## src/rtl/dlprv_pkg.sv

```systemverilog
// Shared widths, unit encodings and record types for the writeback stage.
package dlprv_pkg;

    localparam int XLEN = 32;
    localparam int RW   = 5;

    localparam logic [1:0] UNIT_ALU   = 2'd0;
    localparam logic [1:0] UNIT_SHIFT = 2'd1;

    typedef struct packed {
        logic [RW-1:0]   rd;
        logic [XLEN-1:0] data;
    } wb_entry_t;

    typedef struct packed {
        logic          valid;
        logic [1:0]    sel;
        logic [RW-1:0] rd;
    } wb_tag_t;

endpackage

```

## src/rtl/wb_fifo.sv

```systemverilog
// Synchronous FIFO of writeback entries; exposes per-slot rd/valid so the
// top level can build the pending-register bitmap.
module wb_fifo
    import dlprv_pkg::*;
#(
    parameter int DEPTH = 4,
    localparam int AW = $clog2(DEPTH),
    localparam int CW = AW + 1
) (
    input  logic                       clk,
    input  logic                       rst_n,
    input  logic                       push,
    input  wb_entry_t                  push_entry,
    input  logic                       pop,
    output wb_entry_t                  head,
    output logic [CW-1:0]              count,
    output logic [DEPTH-1:0][RW-1:0]   entry_rd,
    output logic [DEPTH-1:0]           entry_valid
);

    wb_entry_t      mem [DEPTH];
    logic [AW-1:0]  wr_ptr;
    logic [AW-1:0]  rd_ptr;
    logic           pop_ok;
    logic           push_ok;

    assign pop_ok  = pop && (count != '0);
    assign push_ok = push && ((count != CW'(DEPTH)) || pop_ok);
    assign head    = mem[rd_ptr];

    always_ff @(posedge clk or negedge rst_n) begin
        if (!rst_n) begin
            wr_ptr <= '0;
            rd_ptr <= '0;
            count  <= '0;
        end else begin
            if (push_ok) wr_ptr <= wr_ptr + 1'b1;
            if (pop_ok)  rd_ptr <= rd_ptr + 1'b1;
            count <= count + CW'(push_ok) - CW'(pop_ok);
        end
    end

    always_ff @(posedge clk) begin
        if (push_ok) mem[wr_ptr] <= push_entry;
    end

    // A slot is live when its distance from the read pointer is below count.
    for (genvar i = 0; i < DEPTH; i++) begin : g_ent
        logic [AW-1:0] offs;
        assign offs           = AW'(i) - rd_ptr;
        assign entry_valid[i] = ({1'b0, offs} < count);
        assign entry_rd[i]    = mem[i].rd;
    end

endmodule

```

## src/rtl/wb_stage.sv

```systemverilog
// Writeback stage: pairs issued tags with execute results, buffers them and
// drains to the register-file write port with load results taking priority.
module wb_stage
    import dlprv_pkg::*;
#(
    parameter int DEPTH = 4
) (
    input  logic               clk,
    input  logic               rst_n,
    input  logic               issue_valid,
    input  logic [1:0]         issue_sel,
    input  logic [RW-1:0]      issue_rd,
    input  logic [XLEN-1:0]    rslt1,
    input  logic [XLEN-1:0]    rslt3,
    input  logic               lsu_valid,
    input  logic [RW-1:0]      lsu_rd,
    input  logic [XLEN-1:0]    lsu_data,
    output logic               rf_we,
    output logic [RW-1:0]      rf_waddr,
    output logic [XLEN-1:0]    rf_wdata,
    output logic [2**RW-1:0]   busy,
    output logic               stall,
    output logic               ovf_err
);

    localparam int CW = $clog2(DEPTH) + 1;

    wb_tag_t                  tag_q;
    wb_entry_t                push_entry;
    wb_entry_t                head;
    logic                     push;
    logic                     pop;
    logic [CW-1:0]            count;
    logic [DEPTH-1:0][RW-1:0] entry_rd;
    logic [DEPTH-1:0]         entry_valid;
    logic [CW:0]              in_flight;

    assign in_flight = {1'b0, count} + (CW+1)'(tag_q.valid);
    assign stall     = (in_flight >= (CW+1)'(DEPTH - 1));

    always_ff @(posedge clk or negedge rst_n) begin
        if (!rst_n) begin
            tag_q   <= '0;
            ovf_err <= 1'b0;
        end else begin
            tag_q.valid <= issue_valid && !stall;
            tag_q.sel   <= issue_sel;
            tag_q.rd    <= issue_rd;
            if (issue_valid && stall) ovf_err <= 1'b1;
        end
    end

    // Reserved unit encodings fall back to the ALU result.
    assign push            = tag_q.valid && (tag_q.rd != '0);
    assign push_entry.rd   = tag_q.rd;
    assign push_entry.data = (tag_q.sel == UNIT_SHIFT) ? rslt3 : rslt1;
    assign pop             = !lsu_valid;

    wb_fifo #(.DEPTH(DEPTH)) u_fifo (
        .clk         (clk),
        .rst_n       (rst_n),
        .push        (push),
        .push_entry  (push_entry),
        .pop         (pop),
        .head        (head),
        .count       (count),
        .entry_rd    (entry_rd),
        .entry_valid (entry_valid)
    );

    always_ff @(posedge clk or negedge rst_n) begin
        if (!rst_n) begin
            rf_we    <= 1'b0;
            rf_waddr <= '0;
            rf_wdata <= '0;
        end else if (lsu_valid) begin
            rf_we    <= 1'b1;
            rf_waddr <= lsu_rd;
            rf_wdata <= lsu_data;
        end else if (count != '0) begin
            rf_we    <= 1'b1;
            rf_waddr <= head.rd;
            rf_wdata <= head.data;
        end else begin
            rf_we    <= 1'b0;
        end
    end

    always_comb begin
        busy = '0;
        if (tag_q.valid && (tag_q.rd != '0)) busy[tag_q.rd] = 1'b1;
        for (int i = 0; i < DEPTH; i++) begin
            if (entry_valid[i]) busy[entry_rd[i]] = 1'b1;
        end
    end

endmodule

```

## config.mk

```make
export PLATFORM = sky130hd
export DESIGN_NAME = wb_stage
export DESIGN_NICKNAME = d
export VERILOG_FILES = /design/src/rtl/dlprv_pkg.sv /design/src/rtl/wb_fifo.sv /design/src/rtl/wb_stage.sv
export SDC_FILE = /design/constraint.sdc
export NUM_CORES = 1
export LEC_CHECK = 0
export ABC_CLOCK_PERIOD_IN_PS = 3910
export CAP_MARGIN = 30
export CORE_ASPECT_RATIO = 0.75
export CORE_MARGIN = 4
export CORE_UTILIZATION = 45
export CTS_CLUSTER_DIAMETER = 40
export DETAILED_ROUTE_END_ITERATION = 10
export PLACE_DENSITY = 0.74
export SYNTH_ARGS = -nofsm -noshare
export SYNTH_HDL_FRONTEND = slang
export SYNTH_SLANG_ARGS = --single-unit
```

## constraint.sdc

```tcl
create_clock -name clk -period 3.91 [get_ports clk]
set_input_delay 1.173 -clock clk [delete_from_list [all_inputs] [get_ports clk]]
set_output_delay 1.173 -clock clk [all_outputs]
set_load 0.005 [all_outputs]
```

==> impl_metrics.json <==
{
  "status": "finished, final reports clean",
  "clock_skew_ns": 0.02525,
  "yosys.area.top_type_share_pct": 46.39,
  "synth_edf_count": 148,
  "grt_pass1_vias": 7116,
  "place_inst": 1155,
  "port_buffers": 183,
  "synthArstFlopShare_pct": 26.73,
  "via_per_inst": 5.767,
  "clock-sinks": 202,
  "p_leak_nw": 4.795,
  "place_congestion": 0.9892,
  "antenna_cells_inserted": 0,
  "die_h_um": 134.4,
  "tritoncts": "built",
  "synth_flop_cell": "edfxtp_1",
  "crit_path_start_kind": "flop",
  "rows": 45,
  "clockBufferDepth": 3,
  "grt.overflow.total": 0,
  "min_period_ns": 3.880,
  "routed_wl_um": 26460,
  "synthTopCellsByCount": "148 x edfxtp_1, 105 x nor2_1, 54 x dfrtp_1",
  "yosysUniqueCellTypes": 55,
  "slowest_delay_ns": 0.50,
  "netlist_instances": 699,
  "relSlewSlack_pct": 35.69,
  "ant_nets": 0,
  "final_cells": 1230,
  "critical-path-slowest-cell": "dfrtp_4",
  "synth_area_leaders": "edfxtp_1 46%, dfrtp_1 14%, mux4_2 8.7%",
  "synth_area_um2": 9579,
  "maxSlewViolCount": 0,
  "htree_levels": 1,
  "hold_path.class": "flop to flop",
  "area_growth_pct": 36.94,
  "dp_hpwl_um": 17220,
  "clkLatencyLatePin_ns": 0.53,
  "die-width_um": 176.5,
  "post_drt_wl_per_cell_um": 21.51,
  "seq_area_frac_synth_pct": 60.50,
  "critPathRequiredTime_ns": 2.74,
  "cp_max_fo": 4,
  "grt_max_degree": 39,
  "first_pass_iters": 5,
  "rsz0062_at_grt": "true",
  "ys_ff_latch": 202,
  "numCtsBuffers": 25,
  "drive_gt1_share_pct": 25.42,
  "ios": 184,
  "avgSynthCellArea_um2": 13.70,
  "cap_violations": 0,
  "nNetsFinal": 1055,
  "vias": 7093,
  "path_cells": "xor2_4 -> inv_2 -> ha_4 -> inv_4 -> nor3_4 -> nor4_4 -> buf_4 -> buf_4 -> a221oi_2 -> nand2_1 -> clkbuf_2",
  "end_kind": "output pin",
  "syn-num-nets": 825,
  "final_hold_viol_count": 0,
  "cp.arrival_ns": 2.71,
  "synth_area_leader_cell": "edfxtp_1",
  "coreArea_um2": 20550,
  "setup_viol": 0,
  "grt_antenna_before_repair": 0,
  "cp_common_cell": "buf_4",
  "p_total_w": 0.008445,
  "grt_pass1_wl_um": 40400,
  "power_density_nw_per_um2": 643.8,
  "rrSetupSlack_ns": 1.55,
  "grt_usage_pct": 21.68,
  "dieArea_um2": 23710,
  "drc": 0,
  "initial_core_util_pct": 46.61,
  "yosys_warnings": 0,
  "drt-initial-drc-count": 580,
  "cts.clk_slew.worst_paths_ns": 0.06,
  "worst_pin_slew_ns": 0.9626,
  "fin_crit_sh_pct": 99.22,
  "cts_root_buf": "clkbuf_16",
  "yosysMostFrequentCell": "edfxtp_1",
  "crit_type": "flop to output pin",
  "vdd_drop_max_mv": 0.3688,
  "max_freq_mhz": 257.8
}
==> cell families (layout without fill, tap and decap cells) <==
kind of cell / Yosys count / count (layout) / share of synthesized area [%]
AOI/OAI and AO/OA: 127 / 127 / 9.770
xor gates and xnor gates: 6 / 6 / 0.5486
adders and majority gates: 14 / 14 / 1.907
buffers and inverters: 51 / 300 / 2.482
DFF: 202 / 202 / 60.50
muxes: 69 / 69 / 12.46
and+or+nand+nor: 230 / 230 / 12.33
==> area by class of cell <==
cell class | instances | area, um^2
Fill cell | 1565 | 7433
Timing Repair Buffer | 237 | 2252
Tap cell | 282 | 352.8
Sequential cell | 202 | 5802
Clock buffer | 30 | 654.4
Clock inverter | 16 | 196.4
Multi-Input combinational cell | 446 | 3794
Inverter | 17 | 66.31
==> worst max-delay path: cells and delay by family, from the launching register on <==
family                   cells  cell delay (ns)
buffers and inverters        5             0.56
flip-flops                   1             0.50
AO/OA/AOI/OAI                1             0.25
XOR/XNOR                     1             0.20
AND/OR/NAND/NOR              3             0.42
adder cells (fa/ha/maj)      1             0.27
==> power by group <==
group | leakage (nW) | total (W) | internal (W) | switching, W
sequential | 1.95 | 0.00301 | 0.00274 | 0.000264
combinational | 2.45 | 0.00314 | 0.00161 | 0.00153
clock | 0.394 | 0.00230 | 0.00137 | 0.000930
==> path summary, 6_finish.rpt <==
path,start,cells after the start,to
worst max-delay path,u_fifo.rd_ptr[0]$_DFFE_PN0P_,11,busy[16]
worst min-delay path,ovf_err$_DFFE_PN0P_,1,ovf_err$_DFFE_PN0P_
min in group asynchronous,rst_n,1,rf_wdata[24]$_DFFE_PN0P_
worst min register to register,ovf_err$_DFFE_PN0P_,1,ovf_err$_DFFE_PN0P_
worst max register to register,push_entry[36]$_DFF_PN0_,4,u_fifo.mem[0][32]$_DFFE_PP_
max in group asynchronous,rst_n,2,push_entry[33]$_DFF_PN0_
==> sequential cells by signal, summed over array words and instances, names as in the netlist <==
| name | flops |
|---|---|
| rf_we | 1 |
| rf_waddr | 5 |
| u_fifo.count | 3 |
| u_fifo.mem | 148 |
| ovf_err | 1 |
| u_fifo.rd_ptr | 2 |
| rf_wdata | 32 |
| u_fifo.wr_ptr | 2 |
| tag_q | 3 |
| push_entry | 5 |
==> cell usage in the layout, fill, tap and decap left out, drive strengths merged, types with 4 or more instances in the layout <==
| cell | n |
|---|---|
| o21ai | 4 |
| mux4 | 37 |
| clkinvlp | 6 |
| dfrtp | 54 |
| clkbuf | 45 |
| nor2 | 105 |
| and2 | 6 |
| o211ai | 9 |
| xnor2 | 4 |
| nand3b | 4 |
| dlygate4sd2 | 7 |
| ha | 13 |
| a221oi | 15 |
| clkdlybuf4s50 | 150 |
| o22ai | 42 |
| nor2b | 12 |
| a21oi | 23 |
| inv | 22 |
| and3b | 6 |
| nand2b | 5 |
| edfxtp | 148 |
| a22oi | 18 |
| nand2 | 41 |
| mux2 | 32 |
| nor3 | 19 |
| buf | 57 |
| dlymetal6s2s | 5 |
| nor3b | 14 |
| nand3 | 10 |
| o2111ai | 4 |
==> timing repair <==
| item | in CTS | in global routing |
|---|---|---|
| hold buffers | 0 | 0 |
| resized for setup | 53 | 65 |
| setup buffers | 20 | 10 |
| pin swaps | 18 | 25 |
| setup endpoints to repair | 32 | 25 |
==> routing by layer <==
layer / track usage (%) / routed length (um) / share of wire [%]
met1: 32.30 / 11640 / 44
met5: 0 / 0 / 0
met2: 32.89 / 11730 / 44
met4: 3.823 / 395 / 1.5
met3: 5.551 / 2692 / 10
==> metrics by stage <==
step / cell area [um^2] / setup TNS, ns / hold WS [ns] / setup slack, ns / util (%)
final: 13120 / 0 / 0.4587 / 0.03035 / 63.83
after global routing: 13120 / -0.3278 / 0.4992 / -0.09288 / 63.83
after CTS: 12930 / -0.2640 / 0.4572 / -0.08985 / 62.90
after detailed placement: 11840 / 0 / 0.4439 / 0.1630 / 57.63
after global placement: 11840 / 0 / 0.4409 / 0.1524 / 57.63
after floorplan: 9579 / 0 / 0.4510 / 0.5794 / -
No activity file was read; power rests on OpenSTA's default activity.
